**config.mk**
```make
export PLATFORM = sky130hd
export DESIGN_NAME = alu_ctrl
export DESIGN_NICKNAME = d
export VERILOG_FILES = /design/src/rtl/alu_ctrl.sv
export SDC_FILE = /design/constraint.sdc
export NUM_CORES = 1
export LEC_CHECK = 0
export CAP_MARGIN = 20
export CELL_PAD_IN_SITES_DETAIL_PLACEMENT = 1
export CELL_PAD_IN_SITES_GLOBAL_PLACEMENT = 1
export CORE_ASPECT_RATIO = 0.6
export CORE_MARGIN = 2
export CORE_UTILIZATION = 39
export CTS_CLUSTER_SIZE = 8
export DETAILED_ROUTE_END_ITERATION = 8
export PLACE_DENSITY_LB_ADDON = 0.1
export SETUP_SLACK_MARGIN = 0.1
export SLEW_MARGIN = 5
export SYNTH_ARGS = -nofsm -noshare
export SYNTH_HDL_FRONTEND = slang
export SYNTH_SLANG_ARGS = --single-unit
```
**constraint.sdc**
```tcl
create_clock -name clk -period 3.7 [get_ports clk]
set_clock_uncertainty 0.2 [all_clocks]
set_input_delay 0.37 -clock clk [delete_from_list [all_inputs] [get_ports clk]]
set_output_delay 0.37 -clock clk [all_outputs]
set_load 0.02 [all_outputs]
```
**src/rtl/alu_ctrl.sv**
```systemverilog
// Command sequencer in front of a combinational ALU: it keeps the accumulator as operand A,
// latches operand B and the select, and returns accumulator snapshots over a result channel.
module alu_ctrl #(
    parameter int unsigned WIDTH = 20,
    parameter int unsigned CNT_W = 8
) (
    input  logic             clk,
    input  logic             rst_n,
    input  logic             cmd_valid,
    output logic             cmd_ready,
    input  logic [2:0]       cmd_op,
    input  logic [WIDTH-1:0] cmd_data,
    output logic [WIDTH-1:0] alu_a,
    output logic [WIDTH-1:0] alu_b,
    output logic [1:0]       alu_sel,
    input  logic [WIDTH-1:0] alu_result,
    output logic             res_valid,
    input  logic             res_ready,
    output logic [WIDTH-1:0] res_data,
    output logic             err,
    output logic [CNT_W-1:0] op_count
);

    typedef enum logic [1:0] {StIdle, StExec, StOut} state_e;

    localparam logic [2:0] OpLoad = 3'b000;
    localparam logic [2:0] OpAnd  = 3'b001;
    localparam logic [2:0] OpXor  = 3'b010;
    localparam logic [2:0] OpOr   = 3'b011;
    localparam logic [2:0] OpAdd  = 3'b100;
    localparam logic [2:0] OpRead = 3'b101;

    state_e           state_q;
    logic [WIDTH-1:0] acc_q;
    logic [WIDTH-1:0] b_q;
    logic             cmd_accept;
    logic             is_alu_op;
    logic [1:0]       sel_dec;

    assign alu_a      = acc_q;
    assign alu_b      = b_q;
    // cmd_ready is only ever high in StIdle, so this also qualifies the state.
    assign cmd_accept = cmd_valid && cmd_ready;

    always_comb begin
        is_alu_op = 1'b1;
        sel_dec   = 2'b00;
        unique case (cmd_op)
            OpAnd:   sel_dec = 2'b00;
            OpXor:   sel_dec = 2'b01;
            OpOr:    sel_dec = 2'b10;
            OpAdd:   sel_dec = 2'b11;
            default: is_alu_op = 1'b0;
        endcase
    end

    always_ff @(posedge clk or negedge rst_n) begin
        if (!rst_n) begin
            state_q   <= StIdle;
            acc_q     <= '0;
            b_q       <= '0;
            alu_sel   <= 2'b00;
            res_data  <= '0;
            res_valid <= 1'b0;
            err       <= 1'b0;
            op_count  <= '0;
            cmd_ready <= 1'b0;
        end else begin
            unique case (state_q)
                StIdle: begin
                    cmd_ready <= 1'b1;
                    if (cmd_accept) begin
                        if (cmd_op == OpLoad) begin
                            acc_q <= cmd_data;
                        end else if (is_alu_op) begin
                            b_q       <= cmd_data;
                            alu_sel   <= sel_dec;
                            state_q   <= StExec;
                            cmd_ready <= 1'b0;
                        end else if (cmd_op == OpRead) begin
                            res_data  <= acc_q;
                            res_valid <= 1'b1;
                            state_q   <= StOut;
                            cmd_ready <= 1'b0;
                        end else begin
                            err <= 1'b1;
                        end
                    end
                end
                StExec: begin
                    acc_q <= alu_result;
                    if (op_count != '1) begin
                        op_count <= op_count + 1'b1;
                    end
                    state_q   <= StIdle;
                    cmd_ready <= 1'b1;
                end
                StOut: begin
                    if (res_ready) begin
                        res_valid <= 1'b0;
                        state_q   <= StIdle;
                        cmd_ready <= 1'b1;
                    end
                end
                default: begin
                    state_q   <= StIdle;
                    cmd_ready <= 1'b0;
                end
            endcase
        end
    end

endmodule

```
### Yosys cells after proc, flatten, opt, wreduce, memory -nomap -nowiden

Index checks and enable logic that the tools add are counted.

* word-level logic and storage cells: 64
* bits in registers: 75

* add/sub/neg operators: 1
* reductions and logical operators: 13
* muxes and demuxes: 23
* bitwise gates (word level): 3
* equal/unequal tests: 15

Operators with widths (count)
* 20-bit 2-to-1 mux: 2
* 20-bit case mux with 2 select lines: 1
* 2-bit != test (second input constant): 6
* 1-bit 2-to-1 mux: 11
* 2-bit 2-to-1 mux: 5
* 5-bit AND reduction: 2
* 8-bit by 1-bit adder with 8-bit output (second input constant): 1
* 8-bit != test (second input constant): 1
* 4-bit AND reduction: 2
* 3-bit by 2-bit equality test with 1-bit output (second input constant): 2
* 3-bit equality test (second input constant): 2
* 2-bit case mux with 3 select lines: 1
* 6-bit AND reduction: 1
* 2-bit case mux with 2 select lines: 1
* 2-bit nonzero test: 2
* 4-bit OR reduction: 1
* 3-bit by 1-bit equality test with 1-bit output (second input constant): 1
* 3-bit logical NOT: 1
* 3-bit != test (second input constant): 1
* 1-bit NOT: 3
* 1-bit case mux with 3 select lines: 1
* 3-bit AND reduction: 1
* 2-bit by 1-bit equality test with 1-bit output (second input constant): 1
* 2-bit equality test (second input constant): 1
* other kinds (4): 4

### Depth between registers and ports, before layout

* depth in word-level cells: 7
* gate-level depth with buffers: 8
* gate-level depth less buffers: 5

### Worst setup path before layout

No wires, ideal clock.

* path kind: register to register
* start point: register state_q[1]
* end point: register acc_q[18] (netlist: alu_a[18])
* stages on the path, launching flop included: 8
* buffers on the path: 2
* arrival: 1582 ps
* slack: 1796 ps
* data required time: 3377 ps
* cells stage by stage: dfrtp_1 inv_1 ha_1 buf_4 buf_4 or4b_1 o32a_1 o221a_2

* longest elaborated chain between the ends: 3

Ends and longest elaborated chain
* start: declaration: line 33 `state_e state_q;`
* start signal: assignment: line 59 `state_q <= StIdle;`
* start signal: assignment: line 78 `state_q <= StExec;`
* start signal: assignment: line 83 `state_q <= StOut;`
* 2-bit by 1-bit equality test with 1-bit output / 2-bit logical NOT (equally long branches): line 69 `unique case (state_q)`
* 2-bit nonzero test (no source line) / 2-bit != test (equally long branches)
* 3-bit AND reduction (no source line)
* end signal: assignment: line 74 `acc_q <= cmd_data;`
* end signal: assignment: line 91 `acc_q <= alu_result;`
* end: declaration: line 34 `logic [WIDTH-1:0] acc_q;`

Parallel ways exist; a longest one is shown, timed or not.
A chain may end at the register's enable or synchronous reset.

### Worst setup path after layout

* start point: register state_q[0]
* end point: register res_data[19]

* longest elaborated chain between the ends: 2

Ends and longest elaborated chain
* 2-bit logical NOT: line 69
* 5-bit AND reduction (no source line)
* end signal: assignment: line 81 `res_data <= acc_q;`
* end: declaration: line 19 `output logic [WIDTH-1:0] res_data,`

Every way passes these cells.

==> results.sh <==
export IMPL_initialDrtViolationCount=186
export IMPL_drv_slew=0
export IMPL_synth_top_area_share_pct=47.23
export IMPL_leakagePower_nw=2.179
export IMPL_hold_viol_final=18
export IMPL_ys_flop_type="dfrtp_1"
export IMPL_wl_per_cell_um=20.41
export IMPL_synth_mux_area_share_pct=12.97
export IMPL_antenna_found_initial=0
export IMPL_yosys_area_share_simple_pct=11.96
export IMPL_max_freq_mhz=359.3
export IMPL_synth_area_per_cell_um2=11.59
export IMPL_yosysSeqAreaShare_pct=47.23
export IMPL_ys_top_cells_by_area="dfrtp_1 (47%), mux2_2 (11%), o221a_2 (5.7%), o32a_1 (5.0%), or4b_1 (5.0%)"
export IMPL_fin_crit_ns=2.783
export IMPL_synth_adder_area_share_pct=1.574
export IMPL_async_flop_share_pct=100.0
export IMPL_preCtsSetupSlack_ns=0.9742
export IMPL_cts_max_path_buffers=2
export IMPL_syn_inst=343
export IMPL_yosysWarningCount=0
export IMPL_syn_nets=395
export IMPL_via_per_inst=5.695
export IMPL_initial_core_util_pct=40.22
export IMPL_critPathKind="reg -> reg"
export IMPL_fp_dieW_um=134.3
export IMPL_rsz0062_at_grt="false"
export IMPL_dieArea_um2=11040
export IMPL_drc=0
export IMPL_synth_seq_cells=75
export IMPL_rows=28
export IMPL_grt_overflow=0
export IMPL_finalWorstSetupSlack_ns=0.9170
export IMPL_core_area_um2=9879
export IMPL_area_growth_pct=39.80
export IMPL_dpl_hpwl_um=7934
export IMPL_cts_sinks=75
export IMPL_synth_cell_types=44
export IMPL_layout_nets=502
export IMPL_clk_latency_ns=0.34
export IMPL_fillers=1035
export IMPL_hold_buffers=0
export IMPL_layout_common_cells="clkdlybuf4s50_1 (118), dfrtp_1 (75), mux2_2 (39), inv_1 (26), nor2_1 (21)"
export IMPL_layout_drive_gt1_share_pct=20.44
export IMPL_firstDrtPassIters=4
export IMPL_fin_crit_sh_pct=75.22
export IMPL_post_cts_buffers=0
export IMPL_die_h_um=82.19
export IMPL_grt_pass1_wl_um=19110
export IMPL_violations="hold timing"
export IMPL_synth_edf_count=0
export IMPL_power_density_nw_per_um2=907.6
export IMPL_drv_cap=0
export IMPL_gp_congestion=0.7895
export IMPL_synth_top_cell_by_area="dfrtp_1"
export IMPL_hold_path_class="in -> async"
export IMPL_grt_pass1_vias=3552
export IMPL_via_count=3360
export IMPL_slew_headroom_pct=33.13
export IMPL_timing_hold_ws_ns=-0.05277
export IMPL_htree_levels=3
export IMPL_ios=120
export IMPL_postCtsResizedCells=0
export IMPL_wirelength_um=12040
export IMPL_worst_slew_pin_slew_ns=1.003
export IMPL_final_antenna_net_count=0
export IMPL_final_common_cell="clkdlybuf4s50_1"
export IMPL_io_buffers=119
export IMPL_dp_cells=574
export IMPL_diodes=0
export IMPL_cp_max_fo=66
export IMPL_synth_compound_area_share_pct=18.99
export IMPL_grt_use_total_pct=22.42
export IMPL_setup_viol=0
export IMPL_cts_tree="built"
export IMPL_status="finished, violations left"
export IMPL_synth_xor_area_share_pct=0.4408
export IMPL_worst_setup_path_start_kind="flop"
export IMPL_cts_root_buf="clkbuf_16"
export IMPL_grt_max_degree=76
export IMPL_cp_end_kind="flop"
export IMPL_ir_drop_mv=0.4420
export IMPL_arrival_ns=2.81
export IMPL_fin_tns_setup_ns=0
export IMPL_finalNonFillerCells=590
export IMPL_clkTransAtPathRegs_ns=0.06
export IMPL_syn_area_um2=3974
export IMPL_synth_top_family_by_area="compound AO/OA/AOI/OAI gates"
export IMPL_worstPathRequired_ns=3.72
export IMPL_cts_buffers=9
## synth_stat cells (all sizes together), types with 2 or more instances
| cell type | n |
|---|---|
| buf | 18 |
| nand2 | 8 |
| o32a | 20 |
| and3 | 2 |
| nand3 | 4 |
| a21oi | 5 |
| o221a | 20 |
| a41oi | 20 |
| dfrtp | 75 |
| or4b | 20 |
| clkbuf | 13 |
| and2 | 2 |
| mux2i | 2 |
| a21o | 2 |
| nand4 | 5 |
| ha | 5 |
| mux2 | 44 |
| nand2b | 3 |
| inv | 26 |
| nor2 | 23 |
| nor3 | 2 |
| a31oi | 2 |
| o21ai | 5 |
## state kept, by name, indices dropped and copies added (netlist names)
register,cells
op_count,8
alu_b,20
alu_a,20
state_q,2
cmd_ready,1
res_valid,1
alu_sel,2
res_data,20
err,1
## report_power, final
group          internal (mW)  total, mW  switching, mW
registers               1.21       1.53          0.320
logic                   1.26       2.54           1.28
clock network          0.609      0.968          0.359
## metal layers
layer | wire length [µm] | track usage [%] | share of wire (%)
met1 | 5687 | 29.45 | 47
met2 | 5622 | 37.40 | 47
met3 | 561 | 5.189 | 4.7
met4 | 170 | 7.053 | 1.4
met5 | 0 | 0 | 0
## path summary, 6_finish.rpt
check / to / startpoint / slack [ns] / cells after the start
max: res_data[19] / state_q[0] / 0.92 / 7
min: alu_b[2] / rst_n / -0.05 / 1
max reg2reg: res_data[19] / state_q[0] / 0.92 / 7
min reg2reg: err / err / 0.28 / 1
max in group asynchronous: res_data[18] / rst_n / 2.65 / 1
min in group clk: err / err / 0.28 / 1
## logic make-up after synthesis
logic type,after synthesis
AOI/OAI and AO/OA,83
and+or+nand+nor,75
DFF,75
buffers and inverters,57
muxes,46
adders and majority gates,5
xor gates and xnor gates,2
## layout make-up
type	count	area [µm²]	area share [%]
flip-flops and latches	75	1877	33.78
multi-input cells	211	1836	33.04
clock buffers	10	239.0	4.302
well taps	135	168.9	3.041
repair buffers	127	1249	22.48
clock inverters	6	88.84	1.599
inverters	26	97.59	1.757
## worst max-delay path, stage by stage (launching register included)
cell,delay (ns)
dfrtp_1,0.44
inv_1,0.13
ha_2,0.19
buf_4,0.53
nand4_1,0.37
nor2_2,0.21
buf_4,0.23
mux2_2,0.36
## per-stage QoR
stage,hold slack (ns),power [mW],utilization [%],cell area [µm²]
after global placement,0.2468,3.992,52.91,5228
after CTS,0.02755,5.084,56.23,5555
after global routing,0.05762,5.320,56.23,5555
final,-0.05277,5.042,56.23,5555
after floorplan,-0.1256,2.989,-,3974
after detailed placement,0.2637,4.084,52.91,5228
(Power assumes the default switching activity.)
